**src/rtl/saadi_accum.sv**
```systemverilog
// saadi_accum: iterative quotient-estimate accumulator.
// Given a normalized divisor 1-e, it sums A * e^k for k = 0 .. target-1.
// That sum is the series expansion of A/(1-e), truncated to target terms.
// Each term is scaled by 2^n. A downstream stage consumes acc_out once
// counter reaches 1<<t.
module saadi_accum #(
  parameter int n = 8
) (
  input  logic           clk,
  input  logic           rst,
  input  logic           start,
  input  logic [n-1:0]   dividend,
  input  logic [n-1:0]   e,
  input  logic [n-1:0]   t,
  output logic [2*n-1:0] acc_out,
  output logic [n-1:0]   counter,
  output logic           busy,
  output logic           done
);

  typedef enum logic [1:0] {
    IDLE = 2'd0,
    RUN  = 2'd1,
    DONE = 2'd2
  } state_t;

  localparam int TE_MAX = n - 1;

  state_t         state_reg, state_next;
  logic [2*n-1:0] term_reg, term_next;
  logic [2*n-1:0] acc_reg, acc_next;
  logic [n-1:0]   cnt_reg, cnt_next;
  logic [n-1:0]   e_reg, e_next;
  logic [n-1:0]   target_reg, target_next;

  // Datapath helpers
  logic [n-1:0]   te_w;
  logic [n-1:0]   target_w;
  logic [3*n-1:0] prod_w;
  logic [2*n-1:0] new_term_w;
  logic [2*n:0]   sum_w;
  logic [2*n-1:0] acc_sat_w;
  logic [n-1:0]   cnt_inc_w;
  logic [2*n-1:0] load_val_w;

  // The exponent is clamped so the target always fits in the n-bit counter.
  assign te_w       = (t > n'(TE_MAX)) ? n'(TE_MAX) : t;
  assign target_w   = n'(1) << te_w;
  assign load_val_w = {dividend, {n{1'b0}}};

  // The next term is term*e/2^n, truncated. It is computed at full 3n-bit width.
  assign prod_w     = {{n{1'b0}}, term_reg} * {{(2*n){1'b0}}, e_reg};
  assign new_term_w = (2*n)'(prod_w >> n);

  // A carry out of the adder clamps the sum to all ones. A saturated
  // accumulator therefore stays saturated: any non-zero term carries out again.
  assign sum_w      = {1'b0, acc_reg} + {1'b0, new_term_w};
  assign acc_sat_w  = sum_w[2*n] ? {(2*n){1'b1}} : sum_w[2*n-1:0];
  assign cnt_inc_w  = cnt_reg + n'(1);

  // State and datapath registers, with synchronous reset
  always_ff @(posedge clk) begin
    if (rst) begin
      state_reg  <= IDLE;
      term_reg   <= '0;
      acc_reg    <= '0;
      cnt_reg    <= '0;
      e_reg      <= '0;
      target_reg <= '0;
    end else begin
      state_reg  <= state_next;
      term_reg   <= term_next;
      acc_reg    <= acc_next;
      cnt_reg    <= cnt_next;
      e_reg      <= e_next;
      target_reg <= target_next;
    end
  end

  // Next-state and datapath selection. Operands are captured only on load,
  // so input changes while running have no effect.
  always_comb begin
    state_next  = state_reg;
    term_next   = term_reg;
    acc_next    = acc_reg;
    cnt_next    = cnt_reg;
    e_next      = e_reg;
    target_next = target_reg;
    case (state_reg)
      IDLE, DONE: begin
        if (start) begin
          term_next   = load_val_w;
          acc_next    = load_val_w;
          cnt_next    = n'(1);
          e_next      = e;
          target_next = target_w;
          state_next  = (target_w == n'(1)) ? DONE : RUN;
        end else if (state_reg == DONE) begin
          state_next = IDLE;
        end
      end
      RUN: begin
        term_next = new_term_w;
        acc_next  = acc_sat_w;
        cnt_next  = cnt_inc_w;
        if (cnt_inc_w == target_reg) begin
          state_next = DONE;
        end
      end
      default: state_next = IDLE;
    endcase
  end

  assign acc_out = acc_reg;
  assign counter = cnt_reg;
  assign busy    = (state_reg == RUN);
  assign done    = (state_reg == DONE);

endmodule
```
**config.mk**
```make
export PLATFORM = sky130hd
export DESIGN_NAME = saadi_accum
export DESIGN_NICKNAME = d
export VERILOG_FILES = /design/src/rtl/saadi_accum.sv
export SDC_FILE = /design/constraint.sdc
export NUM_CORES = 1
export LEC_CHECK = 0
export ABC_AREA = 1
export CAP_MARGIN = 20
export CORE_UTILIZATION = 45
export CTS_CLUSTER_DIAMETER = 80
export DETAILED_ROUTE_END_ITERATION = 8
export DONT_BUFFER_PORTS = 1
export PLACE_DENSITY_LB_ADDON = 0.25
export RECOVER_POWER = 25
export SLEW_MARGIN = 20
export SYNTH_ARGS = -nofsm -noshare
export SYNTH_HDL_FRONTEND = slang
export SYNTH_SLANG_ARGS = --single-unit
```
**constraint.sdc**
```tcl
create_clock -name clk -period 6.35 [get_ports clk]
set_input_delay 1.5875 -clock clk [delete_from_list [all_inputs] [get_ports clk]]
set_output_delay 1.5875 -clock clk [all_outputs]
set_load 0.01 [all_outputs]
```
# ---- After elaboration in Yosys (flattened, before gate mapping)
# Index checks and enable logic that the tools add are counted.
dict set report word_totals {
  ff_bits 58
  latchBits 0
  mem_bits_rw 0
  rom_bits 0
  input_bits 27
  out_inout_bits 26
  wordCells 36
  memories 0
}
dict set report op_classes {
  addsub 2
  multipliers 1
  n_div 0
  order_cmp 1
  eq_ne 7
  n_shift 1
  muxes 12
  n_bitwise 0
  n_reduce_logical 6
}
# operator n
set ops {}
lappend ops {{16-bit case mux with 2 select lines} 2}
lappend ops {{16-bit two-way mux} 2}
lappend ops {{16-bit by 8-bit multiplier with 24-bit output} 1}
lappend ops {{16-bit by 16-bit adder with 17-bit output} 1}
lappend ops {{8-bit two-way mux} 2}
lappend ops {{8-bit case mux with 2 select lines} 1}
lappend ops {{8-bit by 1-bit adder with 8-bit output (second input constant)} 1}
lappend ops {{8-bit by 1-bit equality test with 1-bit output (second input constant)} 1}
lappend ops {{8-bit equality test} 1}
lappend ops {{8-bit by 3-bit > comparator with 1-bit output (second input constant)} 1}
lappend ops {{2-bit two-way mux} 4}
lappend ops {{1-bit by 8-bit left shift with 8-bit output (first input constant)} 1}
lappend ops {{2-bit AND reduction} 3}
lappend ops {{2-bit case mux with 2 select lines} 1}
lappend ops {{3-bit != test (second input constant)} 1}
lappend ops {{2-bit by 1-bit equality test with 1-bit output (second input constant)} 1}
lappend ops {{2-bit equality test (second input constant)} 1}
lappend ops {{2-bit zero test} 1}
lappend ops {{2-bit by 1-bit != test with 1-bit output (second input constant)} 1}
lappend ops {{2-bit != test (second input constant)} 1}
lappend ops {{2-bit nonzero test} 1}
lappend ops {{2-bit OR reduction} 1}

# ---- Logic depth before layout (Yosys ltp)
dict set report logic_depth {
  depth_word 7
  mapped_depth 35
  ltp_nobuf 34
}

# ---- Least setup slack after synthesis
# No wires, ideal clock.
dict set report synth_timing {
  path_type {reg-to-reg}
  start {register e_reg[4]}
  end {register acc_reg[13] (netlist: acc_out[13])}
  setup_time_ns 0.128
  arrival_time_ns 5.492
  required_time_ns 6.222
  slack_ns 0.730
  stages_incl_launch_ff 30
  path_buffers 3
  period_less_slack_ns 5.620
  path_cell_list {dfxtp_1 > clkbuf_1 > clkbuf_1 > nand2_1 > fa_1 > fa_1 > inv_1 > fa_1 > inv_1 > fa_1 > inv_1 > ha_1 > nand2_1 > nor2_1 > nor2_1 > nand2_4 > nand2_1 > nand2_1 > or2_1 > and2_1 > ha_1 > a21oi_1 > o21ai_1 > nand2_1 > nand3_1 > a21oi_4 > buf_6 > nand3_1 > a21oi_1 > nor2_1}
}
dict set report synth_via {
  elab_chain_cells 4
}
# item line
set synth_rtl {}
lappend synth_rtl {{start, declared} 33} ;# logic [n-1:0] e_reg, e_next;
lappend synth_rtl {{start signal, assigned} 75} ;# e_reg <= e_next;
lappend synth_rtl {{16-bit by 8-bit multiplier with 24-bit output} 52} ;# assign prod_w = {{n{1'b0}}, term_reg} * {{(2*n){1'b0}}, e_reg};
lappend synth_rtl {{16-bit by 16-bit adder with 17-bit output} 57} ;# assign sum_w = {1'b0, acc_reg} + {1'b0, new_term_w};
lappend synth_rtl {{16-bit two-way mux} 58} ;# assign acc_sat_w = sum_w[2*n] ? {(2*n){1'b1}} : sum_w[2*n-1:0];
lappend synth_rtl {{16-bit case mux with 2 select lines} 89} ;# case (state_reg)
lappend synth_rtl {{end signal, assigned} 73} ;# acc_reg <= acc_next;
lappend synth_rtl {{end, declared} 31} ;# logic [2*n-1:0] acc_reg, acc_next;
# No other way between the ends.
# A chain may end at the register's enable or synchronous reset.

# ---- Final worst setup path
dict set report layout_timing {
  start {register e_reg[5]}
  end {register acc_reg[14] (netlist: acc_out[14])}
}
# Same word-level chain as after synthesis.

==> metrics.cfg <==
[routing]
detail_route.iter0.violations = 404
vias_post_dr = 6925
route.antenna.remaining_nets = 0
drt-total-wl_um = 20300
drtPass1Iterations = 5
average_routed_wire_per_standard_cell_um = 14.5
vias_per_cell = 4.95
drt_drc_violations_left = 0

[clock_network]
post_cts_hold_buffer_count = 0
cts_tree = yes
cts.sinks = 58
clk_pin_slew_ns = 0.05
clk_path_buf_depth = 2
cts.htree.levels = 3
clkLatencyLatePin_ns = 0.33
clk_root_buffer_cell = sky130_fd_sc_hd__clkbuf_16
numCtsBuffers = 9

[sta]
setup_tns_ns = 0
post-route-period-util_pct = 93.2
timing.final.crit_period_ns = 5.92
number_of_endpoints_with_negative_hold_slack_in_the_final_report = 0
transition_time_at_the_pin_with_the_least_slew_margin_ns = 1.19
rsz_0062_raised_after_global_routing = no
max_freq_mhz = 169
report.final.setup_viol = 0
timing.slew.headroom_pct = 20.6
timing_max_transition_violations_final = 0
final.setup_skew_ns = 0.00305

[critical_path]
crit_path_start_kind = flip-flop
critPathKind = flip-flop to flip-flop
worstPathMaxFanout = 16
timing.critical_path.to_type = flip-flop
worst-r2r-setup-slack_ns = 0.43
cp_data_arrival_time_ns = 6.14
worst_ep_required_time_ns = 6.58

[hold_path]
hp-class = flip-flop to flip-flop

[grt]
groute.usage.overall_pct = 23.5
first_global_vias = 6765
grt_first_pass_wirelength_um = 33400
grt.overflow.total = 0
grt_max_degree = 50
number_of_antenna_violations_at_the_first_check_in_global_routing = 0

[cells_and_area]
num_antenna_cells = 0
post_layout_utilization_of_the_core_pct = 49.4
n_fill_cell = 1755
layout-area-overhead-vs-synth_pct = 7.49
final_layout_size_suffix_gt1_share_pct = 6.99
area.sequential_um2 = 1170
multi_input_comb_area_um2 = 5640
num-nets-final = 1337

[power_and_ir_drop]
vdd_ir_drop_max_mv = 0.174
power-per-cell-area_nw_per_um2 = 161
p_leak_uw = 0.00488

[floorplanning]
io-pin-count = 53
start_util_pct = 46.0
die_x_um = 135
die-height_um = 135
fp.dieArea_um2 = 18200
core_area_um2 = 17300
num_rows = 48

[run_status]
outcome = complete, no violations

[logic_synthesis]
synth_seq_cells = 58
yosysUniqueCellTypes = 43
synth-warning-count = 0
syn-mean-instance-area_um2 = 6.71
synth.yosys.seq_area_share_pct = 14.6
ys_dominant_reg_cell = sky130_fd_sc_hd__dfxtp_1
syn_inst = 1186
synth.net_count = 1355
synth_enable_flop_cells = 0
netlist_top_cells_count = sky130_fd_sc_hd__nand2_1, sky130_fd_sc_hd__inv_1, sky130_fd_sc_hd__fa_1, sky130_fd_sc_hd__a21oi_1, sky130_fd_sc_hd__nor2_1
synth_largest_type_area_fraction_pct = 21.1
synth_top_cells_by_area = sky130_fd_sc_hd__fa_1, sky130_fd_sc_hd__nand2_1, sky130_fd_sc_hd__dfxtp_1
mappedNetlistArea_um2 = 7950
synthMostInstantiatedCell = sky130_fd_sc_hd__nand2_1
fraction_of_registers_with_async_set_or_reset_after_synthesis_pct = 0
yosysTopAreaCell = sky130_fd_sc_hd__fa_1

[placed_design]
post-dp-hpwl_um = 16200
globalplace.congestion = 0.917
port-buffer-count = 0

[job]
cap_violations = 0

placed cells by master (no fill, tap or decap), types with 9 or more instances in the layout:
cell type	instances
sky130_fd_sc_hd__a21oi_1	80
sky130_fd_sc_hd__and2_1	11
sky130_fd_sc_hd__buf_4	18
sky130_fd_sc_hd__clkbuf_16	9
sky130_fd_sc_hd__dfxtp_1	52
sky130_fd_sc_hd__fa_1	84
sky130_fd_sc_hd__ha_1	58
sky130_fd_sc_hd__inv_1	250
sky130_fd_sc_hd__nand2_1	344
sky130_fd_sc_hd__nand2_2	13
sky130_fd_sc_hd__nand3_1	48
sky130_fd_sc_hd__nor2_1	78
sky130_fd_sc_hd__o21ai_0	27
sky130_fd_sc_hd__xnor2_1	9
where the power goes:
part           switching [µW]  internal [µW]  total, µW
Sequential               55.9            387        443
Clock                     181            405        586
Combinational             219            129        348
routing by layer:
layer / routed length, µm / track usage (%)
met5: 0 / 0
met4: 215 / 4.24
met3: 1130 / 4.62
met2: 10000 / 41.4
met1: 8910 / 29.8
final cells by class:
class                           count  share of cell area, %
Multi-Input combinational cell    826                   65.9
Sequential cell                    58                   13.7
Inverter                          253                   11.1
Tap cell                          225                   3.29
Clock buffer                       12                   3.00
Timing Repair Buffer               20                   1.86
Clock inverter                      4                   1.14
what timing repair did:
item / CTS / global route
hold endpoints to repair: 0 / 0
resized for setup: 0 / 6
setup endpoints to repair: 0 / 16
setup buffers: 0 / 1
cell families (layout without fill, tap and decap cells):
logic type,after synthesis,in the layout,synth area share (%)
buf+inv,302,289,14.6
fa+ha+maj,142,142,30.3
compound gates,128,128,8.94
flops,58,58,14.6
xor+xnor,21,21,2.78
simple gates,535,535,28.8
path summary, 6_finish.rpt:
check                                   start       endpoint  cells after the start
worst max-delay path                 e_reg[5]    acc_out[14]                     27
worst min-delay path            target_reg[5]  target_reg[5]                      2
worst max register to register       e_reg[5]    acc_out[14]                     27
worst min register to register  target_reg[5]  target_reg[5]                      2
critical path, cell delays in order (launching register included):
cell                      delay [ns]
sky130_fd_sc_hd__dfxtp_2        0.52
sky130_fd_sc_hd__buf_4          0.21
sky130_fd_sc_hd__nand2_1        0.05
sky130_fd_sc_hd__inv_1          0.08
sky130_fd_sc_hd__fa_1           0.44
sky130_fd_sc_hd__fa_1           0.53
sky130_fd_sc_hd__fa_1           0.55
sky130_fd_sc_hd__inv_1          0.05
sky130_fd_sc_hd__fa_1           0.52
sky130_fd_sc_hd__inv_1          0.04
sky130_fd_sc_hd__ha_1           0.39
sky130_fd_sc_hd__a21oi_1        0.21
sky130_fd_sc_hd__o21ai_0        0.11
sky130_fd_sc_hd__a21oi_1        0.15
sky130_fd_sc_hd__nand2_2        0.12
sky130_fd_sc_hd__nand2_1        0.11
sky130_fd_sc_hd__nand3_1        0.09
sky130_fd_sc_hd__and2_1         0.18
sky130_fd_sc_hd__ha_1           0.35
sky130_fd_sc_hd__a21oi_1        0.22
sky130_fd_sc_hd__o21ai_1        0.12
sky130_fd_sc_hd__nand2_1        0.07
sky130_fd_sc_hd__nand3_1        0.10
sky130_fd_sc_hd__a21oi_4        0.15
sky130_fd_sc_hd__buf_12         0.16
sky130_fd_sc_hd__nand3_1        0.09
sky130_fd_sc_hd__a21oi_1        0.14
sky130_fd_sc_hd__nor2_1         0.05
through the flow:
stage               cells  hold WS, ns  area [µm²]  worst slack, ns  total power, µW
floorplan            1186        0.445        7950            0.730              702
global placement     1381        0.455        8170            0.128              796
detailed placement   1381        0.462        8170           0.0924              798
CTS                  1397        0.470        8520           0.0725             1390
global route         1398        0.506        8550          0.00354             1450
finish               1398        0.466        8550            0.433             1380
No activity file was read; power rests on OpenSTA's default activity.
